<file path="src/rtl/crc_mem_array.sv">
// crc_mem_array: DEPTH x DATA_WIDTH memory, each word stored with a CRC_W-bit
// CRC. Reads are checked and single-bit errors (data or CRC) are corrected via
// a syndrome table. Saturating counters track corrected/uncorrectable reads.
// Optional background scrubber is built when CRC_MEM_SCRUB_EN is defined.
module crc_mem_array #(
    parameter int              DATA_WIDTH     = 32,
    parameter int              DEPTH          = 16,
    parameter int              CRC_W          = 8,
    parameter logic [CRC_W-1:0] POLY          = 8'h07,
    parameter int              OUTPUT_FF      = 1,
    parameter int              SCRUB_INTERVAL = 64,
    localparam int             AW             = (DEPTH > 1) ? $clog2(DEPTH) : 1
) (
    input  logic                        clk,
    input  logic                        rst_n,
    input  logic                        wr_en,
    input  logic [AW-1:0]               wr_addr,
    input  logic [DATA_WIDTH-1:0]       wr_data,
    input  logic [DATA_WIDTH+CRC_W-1:0] inj_mask,
    input  logic                        rd_req,
    input  logic [AW-1:0]               rd_addr,
    output logic                        rd_valid,
    output logic [DATA_WIDTH-1:0]       rd_data,
    output logic                        err_detected,
    output logic                        err_corrected,
    output logic                        err_uncorrectable,
    output logic [15:0]                 corr_cnt,
    output logic [15:0]                 uncorr_cnt
);
    localparam int CW = DATA_WIDTH + CRC_W;

    typedef struct packed {
        logic [DATA_WIDTH-1:0] data;
        logic                  det;
        logic                  corr;
        logic                  unc;
    } dec_t;

    // MSB-first CRC, init 0, no reflection, no final XOR.
    function automatic logic [CRC_W-1:0] crc_f(input logic [DATA_WIDTH-1:0] d);
        logic [CRC_W-1:0] c;
        logic             fb;
        c = '0;
        for (int i = DATA_WIDTH - 1; i >= 0; i--) begin
            fb = c[CRC_W-1] ^ d[i];
            c  = c << 1;
            if (fb) c = c ^ POLY;
        end
        return c;
    endfunction

    // Syndrome of a single flip at codeword bit k ({data,crc} order).
    function automatic logic [CW-1:0][CRC_W-1:0] syn_tab_f();
        logic [CW-1:0][CRC_W-1:0] t;
        logic [DATA_WIDTH-1:0]    e;
        for (int k = 0; k < CW; k++) begin
            if (k < CRC_W) begin
                t[k] = CRC_W'(1) << k;
            end else begin
                e = '0;
                e[k-CRC_W] = 1'b1;
                t[k] = crc_f(e);
            end
        end
        return t;
    endfunction

    localparam logic [CW-1:0][CRC_W-1:0] SYN_TAB = syn_tab_f();

    function automatic bit syn_ok_f();
        bit ok;
        ok = 1'b1;
        for (int a = 0; a < CW; a++) begin
            if (SYN_TAB[a] == '0) ok = 1'b0;
            for (int b = a + 1; b < CW; b++)
                if (SYN_TAB[a] == SYN_TAB[b]) ok = 1'b0;
        end
        return ok;
    endfunction

    localparam bit SYN_OK = syn_ok_f();

    if (!SYN_OK) begin : g_syn_chk
        $error("crc_mem_array: single-bit syndromes are not distinct and nonzero");
    end
    if (SCRUB_INTERVAL < 1) begin : g_int_chk
        $error("crc_mem_array: SCRUB_INTERVAL must be at least 1");
    end

    // Syndrome zero never matches the table since every entry is nonzero.
    function automatic dec_t decode_f(input logic [CW-1:0] cw);
        logic [CRC_W-1:0] syn;
        logic [CW-1:0]    fixed;
        dec_t             r;
        syn   = crc_f(cw[CW-1:CRC_W]) ^ cw[CRC_W-1:0];
        fixed = cw;
        r     = '0;
        for (int k = 0; k < CW; k++) begin
            if (syn == SYN_TAB[k]) begin
                fixed[k] = ~cw[k];
                r.corr   = 1'b1;
            end
        end
        r.det  = |syn;
        r.unc  = r.det & ~r.corr;
        r.data = fixed[CW-1:CRC_W];
        return r;
    endfunction

    function automatic logic [15:0] sat_add(input logic [15:0] c, input logic [1:0] inc);
        logic [16:0] s;
        s = {1'b0, c} + {15'b0, inc};
        return s[16] ? 16'hFFFF : s[15:0];
    endfunction

    logic [CW-1:0] mem_q [DEPTH];
    logic [CW-1:0] wr_cw;
    logic          sc_we, sc_corr, sc_unc;
    logic [AW-1:0] sc_ptr;
    logic [CW-1:0] sc_cw;

`ifdef CRC_MEM_SCRUB_EN
    localparam logic [1:0] SC_IDLE = 2'd0;
    localparam logic [1:0] SC_WAIT = 2'd1;
    localparam logic [1:0] SC_READ = 2'd2;
    localparam logic [1:0] SC_FIX  = 2'd3;
    localparam int         CNT_W   = $clog2(SCRUB_INTERVAL + 1);

    logic [1:0]       sc_state_q, sc_state_d;
    logic [CNT_W-1:0] sc_cnt_q, sc_cnt_d;
    logic [AW-1:0]    sc_ptr_q, sc_ptr_d;
    logic             sc_fix_q, sc_fix_d;
    logic [CW-1:0]    sc_cw_q, sc_cw_d;
    dec_t             sc_dec;

    // Scrubber sequencing: wait for an idle window, check one word, repair it.
    always_comb begin
        sc_state_d = sc_state_q;
        sc_cnt_d   = sc_cnt_q;
        sc_ptr_d   = sc_ptr_q;
        sc_fix_d   = sc_fix_q;
        sc_cw_d    = sc_cw_q;
        sc_corr    = 1'b0;
        sc_unc     = 1'b0;
        sc_we      = 1'b0;
        sc_dec     = decode_f(mem_q[sc_ptr_q]);
        case (sc_state_q)
            SC_IDLE: begin
                sc_cnt_d   = '0;
                sc_state_d = SC_WAIT;
            end
            SC_WAIT: begin
                if (wr_en || rd_req) begin
                    sc_cnt_d = '0;
                end else if (sc_cnt_q == CNT_W'(SCRUB_INTERVAL - 1)) begin
                    sc_cnt_d   = '0;
                    sc_state_d = SC_READ;
                end else begin
                    sc_cnt_d = sc_cnt_q + 1'b1;
                end
            end
            SC_READ: begin
                sc_corr    = sc_dec.corr;
                sc_unc     = sc_dec.det & ~sc_dec.corr;
                // A write landing on this word now makes the repair stale.
                sc_fix_d   = sc_dec.corr && !(wr_en && wr_addr == sc_ptr_q);
                sc_cw_d    = {sc_dec.data, crc_f(sc_dec.data)};
                sc_state_d = SC_FIX;
            end
            default: begin
                sc_we      = sc_fix_q && !(wr_en && wr_addr == sc_ptr_q);
                sc_fix_d   = 1'b0;
                sc_ptr_d   = (sc_ptr_q == AW'(DEPTH - 1)) ? '0 : sc_ptr_q + 1'b1;
                sc_state_d = SC_IDLE;
            end
        endcase
    end

    // Scrubber state registers.
    always_ff @(posedge clk or negedge rst_n) begin
        if (!rst_n) begin
            sc_state_q <= SC_IDLE;
            sc_cnt_q   <= '0;
            sc_ptr_q   <= '0;
            sc_fix_q   <= 1'b0;
            sc_cw_q    <= '0;
        end else begin
            sc_state_q <= sc_state_d;
            sc_cnt_q   <= sc_cnt_d;
            sc_ptr_q   <= sc_ptr_d;
            sc_fix_q   <= sc_fix_d;
            sc_cw_q    <= sc_cw_d;
        end
    end

    assign sc_ptr = sc_ptr_q;
    assign sc_cw  = sc_cw_q;
`else
    assign sc_we   = 1'b0;
    assign sc_corr = 1'b0;
    assign sc_unc  = 1'b0;
    assign sc_ptr  = '0;
    assign sc_cw   = '0;
`endif

    // Encoded write word, with the fault-injection mask applied.
    always_comb begin
        wr_cw = {wr_data, crc_f(wr_data)} ^ inj_mask;
    end

    // Storage array; a functional write is applied last so it wins a tie.
    always_ff @(posedge clk or negedge rst_n) begin
        if (!rst_n) begin
            for (int i = 0; i < DEPTH; i++) mem_q[i] <= '0;
        end else begin
            if (sc_we) mem_q[sc_ptr] <= sc_cw;
            if (wr_en) mem_q[wr_addr] <= wr_cw;
        end
    end

    logic          rd_vld_q, rd_vld_d;
    logic [CW-1:0] rd_cw_q, rd_cw_d;
    dec_t          rd_dec;

    // Read capture: sampling the array at the edge gives read-before-write.
    always_comb begin
        rd_vld_d = rd_req;
        rd_cw_d  = rd_req ? mem_q[rd_addr] : rd_cw_q;
        rd_dec   = decode_f(rd_cw_q);
    end

    // Read stage registers.
    always_ff @(posedge clk or negedge rst_n) begin
        if (!rst_n) begin
            rd_vld_q <= 1'b0;
            rd_cw_q  <= '0;
        end else begin
            rd_vld_q <= rd_vld_d;
            rd_cw_q  <= rd_cw_d;
        end
    end

    logic [15:0] corr_cnt_q, corr_cnt_d, uncorr_cnt_q, uncorr_cnt_d;

    // Counters take functional and scrub events, which can coincide.
    always_comb begin
        corr_cnt_d   = sat_add(corr_cnt_q,
                               {1'b0, rd_vld_q & rd_dec.corr} + {1'b0, sc_corr});
        uncorr_cnt_d = sat_add(uncorr_cnt_q,
                               {1'b0, rd_vld_q & rd_dec.unc} + {1'b0, sc_unc});
    end

    // Error counter registers.
    always_ff @(posedge clk or negedge rst_n) begin
        if (!rst_n) begin
            corr_cnt_q   <= '0;
            uncorr_cnt_q <= '0;
        end else begin
            corr_cnt_q   <= corr_cnt_d;
            uncorr_cnt_q <= uncorr_cnt_d;
        end
    end

    assign corr_cnt   = corr_cnt_q;
    assign uncorr_cnt = uncorr_cnt_q;

    if (OUTPUT_FF != 0) begin : g_out_ff
        logic                  vld_q, vld_d, det_q, det_d, cor_q, cor_d, unc_q, unc_d;
        logic [DATA_WIDTH-1:0] data_q, data_d;

        // Output stage: data held between reads, flags only with valid.
        always_comb begin
            vld_d  = rd_vld_q;
            data_d = rd_vld_q ? rd_dec.data : data_q;
            det_d  = rd_vld_q & rd_dec.det;
            cor_d  = rd_vld_q & rd_dec.corr;
            unc_d  = rd_vld_q & rd_dec.unc;
        end

        // Output register stage.
        always_ff @(posedge clk or negedge rst_n) begin
            if (!rst_n) begin
                vld_q  <= 1'b0;
                data_q <= '0;
                det_q  <= 1'b0;
                cor_q  <= 1'b0;
                unc_q  <= 1'b0;
            end else begin
                vld_q  <= vld_d;
                data_q <= data_d;
                det_q  <= det_d;
                cor_q  <= cor_d;
                unc_q  <= unc_d;
            end
        end

        assign rd_valid          = vld_q;
        assign rd_data           = data_q;
        assign err_detected      = det_q;
        assign err_corrected     = cor_q;
        assign err_uncorrectable = unc_q;
    end else begin : g_out_comb
        assign rd_valid          = rd_vld_q;
        assign rd_data           = rd_dec.data;
        assign err_detected      = rd_vld_q & rd_dec.det;
        assign err_corrected     = rd_vld_q & rd_dec.corr;
        assign err_uncorrectable = rd_vld_q & rd_dec.unc;
    end
endmodule
</file>
<file path="config.mk">
export PLATFORM = sky130hd
export DESIGN_NAME = crc_mem_array
export DESIGN_NICKNAME = d
export VERILOG_FILES = /design/src/rtl/crc_mem_array.sv
export SDC_FILE = /design/constraint.sdc
export NUM_CORES = 1
export LEC_CHECK = 0
export ABC_AREA = 1
export BUFFER_PORTS_ARGS = -buffer_cell sky130_fd_sc_hd__buf_2
export CORE_ASPECT_RATIO = 1.1
export CORE_UTILIZATION = 44
export CTS_BUF_LIST = sky130_fd_sc_hd__clkbuf_4 sky130_fd_sc_hd__clkbuf_8
export CTS_CLUSTER_SIZE = 16
export DETAILED_ROUTE_END_ITERATION = 10
export MAX_ROUTING_LAYER = met4
export PLACE_DENSITY = 0.64
export SYNTH_ARGS = -nofsm -noshare
export SYNTH_HDL_FRONTEND = slang
export SYNTH_SLANG_ARGS = --single-unit
</file>
<file path="constraint.sdc">
create_clock -name clk -period 7.1 [get_ports clk]
set_input_delay 1.065 -clock clk [delete_from_list [all_inputs] [get_ports clk]]
set_output_delay 1.065 -clock clk [all_outputs]
set_load 0.01 [all_outputs]
</file>
==> flow_summary_export.csv, run 1 <==
group,metric,value,unit
run_status,outcome,"finished, final reports clean",
die,initial_core_util,44.6,%
final_layout,area_delta_synth_final,12.4,%
clock_tree,clock_sinks,749,
yosys,syn-num-nets,4902,
yosys,synth_cells,4814,
sta,tightest_slew,1310,ps
pwr,p_leak,20.8,nW
yosys,syn_area,36700,um^2
yosys,yosysWarnings,0,
flow_run,max_cap_violations,0,
route,via_per_inst,5.43,
setup_path,critical_path.startpoint_type,"register",
setup_path,critPathTopFamily,"simple AND/OR/NAND/NOR gates",
placement,hpwl,69500,um
sta,timing.fmax,168,MHz
setup_path,worstReg2RegStart,"rd_cw_q[37]",
yosys,synth_cell_types,29,
yosys,synth_simple_gate_area_share,26.6,%
clock_tree,cts_resized,0,
clock_tree,holdBufCountCts,0,
clock_tree,cts_root_buffer,"clkbuf_8",
placement,place_congestion,0.884,
setup_path,r2r.worst_path.cells,48,
setup_path,cp-end-kind,"register",
grt,grt_max_degree,153,
route,via_count,32751,
yosys,synth_flop_cell,"dfrtp_1",
sta,tns,0,ps
yosys,ys_ff_latch,749,
route,ant_nets,0,
sta,rsz0062_at_grt,"false",
sta,period_share,84.0,%
yosys,synth-compound-area-share,12.7,%
yosys,yosys-top-cells-count,"nand2_1 (1902), dfrtp_1 (749), o21ai_0 (558)",
sta,skew,34.0,ps
die,pin_count,152,
setup_path,rrSetupSlack,1140,ps
die,core-area,82200,um^2
setup_path,critical_path.startpoint,"rd_cw_q[37]",
yosys,synth_xor_area_share,3.79,%
yosys,synthAdderAreaFrac,0.136,%
yosys,synth_async_sr_flop_share,100,%
yosys,synth_top_area_cell,"dfrtp_1",
min_path,min_path_type,"input pin to async pin",
final_layout,drive_gt1_share,10.1,%
grt,first_global_vias,31436,
clock_tree,post_cts_buffers,0,
setup_path,path_buf_inv,9,
grt,antenna_found_initial,3,
grt,grt_pass1_wl,189000,um
die,dieWidth,277,um
sta,fin_crit,5960,ps
setup_path,cp_data_arrival_time,6660,ps
yosys,yosys-mux-area-fraction,0,%
setup_path,critPathMaxStageDelay,490,ps
setup_path,worstPathRequired,7790,ps
die,dieArea,84500,um^2
setup_path,reg2reg_to,"corr_cnt[14]",
yosys,synth_top_family_by_area,"simple AND/OR/NAND/NOR gates",
setup_path,cp_max_fo,8,
clock_tree,cts_max_path_buffers,3,
clock_tree,numCtsBuffers,130,
yosys,seq_area_frac_synth,51.1,%
setup_path,criticalPathCategory,"register to register",
yosys,synth_top_area_share,51.1,%
clock_tree,cts.clk_slew.worst_paths,60,ps
yosys,synth_most_common_cell,"nand2_1",
placement,port_buffers,151,
route,wl,123000,um
setup_path,crit_slowest_cell,"dfrtp_1",
yosys,synth-edff-count,0,
pwr,irDropWorstVdd,1700,uV
grt,grt-ovfl-total,0,
sta,hold_viol,0,
grt,grtUsageTotal,30.1,%
clock_tree,cts_tree,"yes",
sta,finalSetupViolCount,0,
setup_path,crit_top_cell,"nand2_1",
route,drtPass1Iterations,6,
die,num_rows,110,
clock_tree,clkLatencyLatePin,820,ps
pwr,p_per_area,411,nW/um^2
yosys,synth_area_leaders,"dfrtp_1 (51%), nand2_1 (19%), o21ai_0 (7.6%)",
clock_tree,htree_num_levels,4,
yosys,syn_area_per_cell,7.62,um^2
sta,maxSlewViolCount,0,
sta,fin_ws,1140,ps
route,wl_per_cell,20.4,um
sta,slew_headroom,12.5,%
route,drc,0,
placement,place_ws,1190,ps
route,drtIter0Drc,3163,
die,die_y,305,um
final_layout,final_nets,4958,
[area by class of cell]
type	count	area [um^2]
antenna	4	10.0
clock buffer	203	2570
timing repair buffer	231	1460
inverter	242	923
fill	8066	40900
sequential	749	18700
multi-input combinational	3516	16000
tap	1064	1330
clock inverter	17	173
[kinds of logic after synthesis]
group | Yosys count
AND/OR/NAND/NOR | 2512
AO/OA/AOI/OAI | 843
flip-flops | 749
buffers and inverters | 549
XOR/XNOR | 157
adder cells (fa/ha/maj) | 4
[flip-flops by register name, summed over array words and instances (netlist names)]
signal / cells
g_out_ff.vld_d: 1
rd_cw_q: 40
err_uncorrectable: 1
err_detected: 1
corr_cnt: 16
err_corrected: 1
rd_valid: 1
mem_q: 640
rd_data: 32
uncorr_cnt: 16
[placed cells by master (no fill, tap or decap), types with 14 or more instances in the layout]
master,synthesis,layout
o21ai_0,558,558
clkbuf_8,0,169
nand2_1,1902,1900
buf_2,6,146
nor3_1,14,14
a21oi_1,98,98
inv_1,224,224
nor2_4,0,14
nand3_1,170,170
xnor2_1,40,38
clkbuf_4,0,35
a31oi_1,40,40
nor2_1,394,380
o221ai_1,54,54
o22ai_1,29,29
o211ai_1,64,64
dfrtp_1,749,749
xor2_1,115,109
buf_4,1,77
[through the flow]
step	util (%)	power [W]	hold slack [ps]	cells	cell area [um^2]
3_5_place_dp	46.8	0.0128	436	5802	38500
2_1_floorplan	-	0.0106	401	4814	36700
3_3_place_gp	46.8	0.0127	432	5802	38500
5_1_grt	50.2	0.0181	387	6026	41200
6_report	50.2	0.0169	350	6026	41200
4_1_cts	50.2	0.0170	334	6022	41200
[power by group]
group	switching [W]	total [W]	internal [W]
Sequential	0.000586	0.00595	0.00536
Combinational	0.00497	0.00680	0.00183
Clock	0.00182	0.00419	0.00237
[worst max path at each step]
stage / cells after the start / endpoint / slack (ps)
floorplan: 50 / corr_cnt[14] / 2170
global placement: 48 / corr_cnt[14] / 1310
detailed placement: 48 / corr_cnt[14] / 1190
CTS: 48 / corr_cnt[14] / 1160
global route: 48 / corr_cnt[14] / 210
finish: 48 / corr_cnt[14] / 1140
[routing by layer]
layer | global-route usage [%] | vias to the layer above | part of all wire (%)
met5 | - | - | 0
met4 | 10.4 | 0 | 3.1
met3 | 5.35 | 268 | 8.2
met2 | 47.0 | 1432 | 46
met1 | 39.4 | 15558 | 43
li1 | - | 15493 | -
Power figures use the tool's default switching activity.
==> inputs of run 2 (changes only) <==
- clock period: 7.1 -> 6.05 ns (I/O delays scaled with it)
==> flow_summary_export.csv, run 2 (synthesis gave the netlist of run 1 again) <==
group,metric,value,unit
setup_path,critPathTopFamily,"simple AND/OR/NAND/NOR gates",
grt,grt_pass1_wl,190000,um
clock_tree,clock_sinks,749,
route,wl_per_cell,20.5,um
grt,grtUsageTotal,30.3,%
die,initial_core_util,44.6,%
route,drtPass1Iterations,5,
setup_path,critPathMaxStageDelay,450,ps
sta,slew_headroom,16.5,%
final_layout,finalNonFillerCells,6045,
grt,antenna_found_initial,1,
route,drc,0,
die,num_rows,110,
die,pin_count,152,
die,dieArea,84500,um^2
setup_path,worstPathRequired,6730,ps
sta,fin_crit,5390,ps
setup_path,reg2reg_to,"corr_cnt[14]",
setup_path,crit_top_cell,"nand2_1",
final_layout,drive_gt1_share,11.5,%
sta,finalSetupViolCount,0,
clock_tree,clkLatencyLatePin,810,ps
route,ant_nets,0,
final_layout,final_cell_mix,"nand2_1 (1883), dfrtp_1 (743), o21ai_0 (558)",
setup_path,criticalPathCategory,"register to register",
final_layout,largest_register,"mem_q",
clock_tree,numCtsBuffers,131,
placement,place_congestion,0.896,
sta,tns,0,ps
sta,maxSlewViolCount,0,
grt,grt-ovfl-total,0,
sta,hold_viol,0,
min_path,min_path_type,"input pin to async pin",
setup_path,cp-end-kind,"register",
run_status,outcome,"finished, final reports clean",
grt,first_global_vias,31493,
sta,timing.fmax,186,MHz
grt,grt_max_degree,156,
setup_path,critical_path.startpoint_type,"register",
final_layout,final_common_cell,"nand2_1",
setup_path,rrSetupSlack,660,ps
final_layout,area_delta_synth_final,13.2,%
route,wl,124000,um
setup_path,cp_max_fo,5,
setup_path,cp_data_arrival_time,6070,ps
clock_tree,holdBufCountCts,0,
route,via_per_inst,5.47,
route,drtIter0Drc,3489,
sta,period_share,89.1,%
clock_tree,cts_root_buffer,"clkbuf_8",
setup_path,path_buf_inv,11,
clock_tree,cts_tree,"yes",
clock_tree,cts_max_path_buffers,3,
die,die_y,305,um
setup_path,worstReg2RegStart,"rd_cw_q[34]",
die,dieWidth,277,um
pwr,irDropWorstVdd,1970,uV
placement,port_buffers,151,
placement,dp.cells,5808,
final_layout,final_nets,4976,
sta,tightest_slew,1250,ps
route,via_count,33090,
pwr,p_per_area,487,nW/um^2
clock_tree,htree_num_levels,4,
flow_run,max_cap_violations,0,
die,core-area,82200,um^2
setup_path,crit_slowest_cell,"dfrtp_2",
sta,skew,21.6,ps
setup_path,r2r.worst_path.cells,48,
pwr,p_leak,21.0,nW
placement,hpwl,70600,um
clock_tree,cts.clk_slew.worst_paths,60,ps
final_layout,largest_reg_flops,640,
[run 2: cell types whose count changed in the layout (fill, tap and decap cells not counted), moves of 7 or more]
| cell | change |
|---|---|
| nor2_2 | +7 |
| nor2_4 | +8 |
| nand2_1 | -17 |
| buf_4 | +14 |
| nand2_2 | +17 |
| nor2_1 | -15 |
| clkinv_2 | +14 |
[run 2: how the worst max path moves through the flow]
stage / startpoint / slack [ps] / cells after the start / end
2_1_floorplan: rd_cw_q[37] / 1120 / 50 / corr_cnt[14]
3_3_place_gp: rd_cw_q[35] / 310 / 47 / corr_cnt[14]
3_5_place_dp: rd_cw_q[36] / 290 / 42 / uncorr_cnt[14]
4_1_cts: rd_cw_q[37] / 300 / 42 / uncorr_cnt[14]
5_1_grt: rd_cw_q[38] / -40 / 47 / corr_cnt[14]
6_report: rd_cw_q[34] / 660 / 48 / corr_cnt[14]
[run 2: power by group]
group / total (W) / switching (W) / internal [W]
Clock: 0.00483 / 0.00214 / 0.00269
Sequential: 0.00698 / 0.000684 / 0.00629
Combinational: 0.00841 / 0.00601 / 0.00240
[run 2: metal layers]
metal  up-vias  GRT usage (%)  share of wire [%]
met2      1408           47.2                 46
li1      15512              -                  -
met5         -              -                  0
met1     15858           39.4                 42
met4         0           10.9                3.5
met3       312           5.89                8.3
[run 2: timing repair]
| action | 4_1_cts | 5_1_grt |
|---|---|---|
| gates resized for setup | 0 | 64 |
| setup buffers | 0 | 11 |
| hold endpoints to repair | 0 | 0 |
| endpoints found under the setup margin | 0 | 25 |
[run 2: stage by stage]
| stage | cell area [um^2] | util (%) | hold slack (ps) | worst slack, ps | total power (W) |
|---|---|---|---|---|---|
| floorplan | 36700 | - | 401 | 1120 | 0.0125 |
| global placement | 38600 | 46.9 | 441 | 311 | 0.0149 |
| detailed placement | 38600 | 46.9 | 453 | 291 | 0.0150 |
| CTS | 41200 | 50.2 | 49.0 | 297 | 0.0199 |
| global route | 41500 | 50.5 | 91.3 | -39.1 | 0.0215 |
| finish | 41500 | 50.5 | 89.0 | 662 | 0.0202 |
[run 2: cell type report]
cell class | count | area (um^2)
well taps | 1064 | 1330
repair buffers | 248 | 1620
clock buffers | 202 | 2530
flip-flops and latches | 749 | 18800
diodes | 1 | 2.50
clock inverters | 23 | 151
inverters | 242 | 923
fillers | 8053 | 40700
multi-input cells | 3516 | 16200
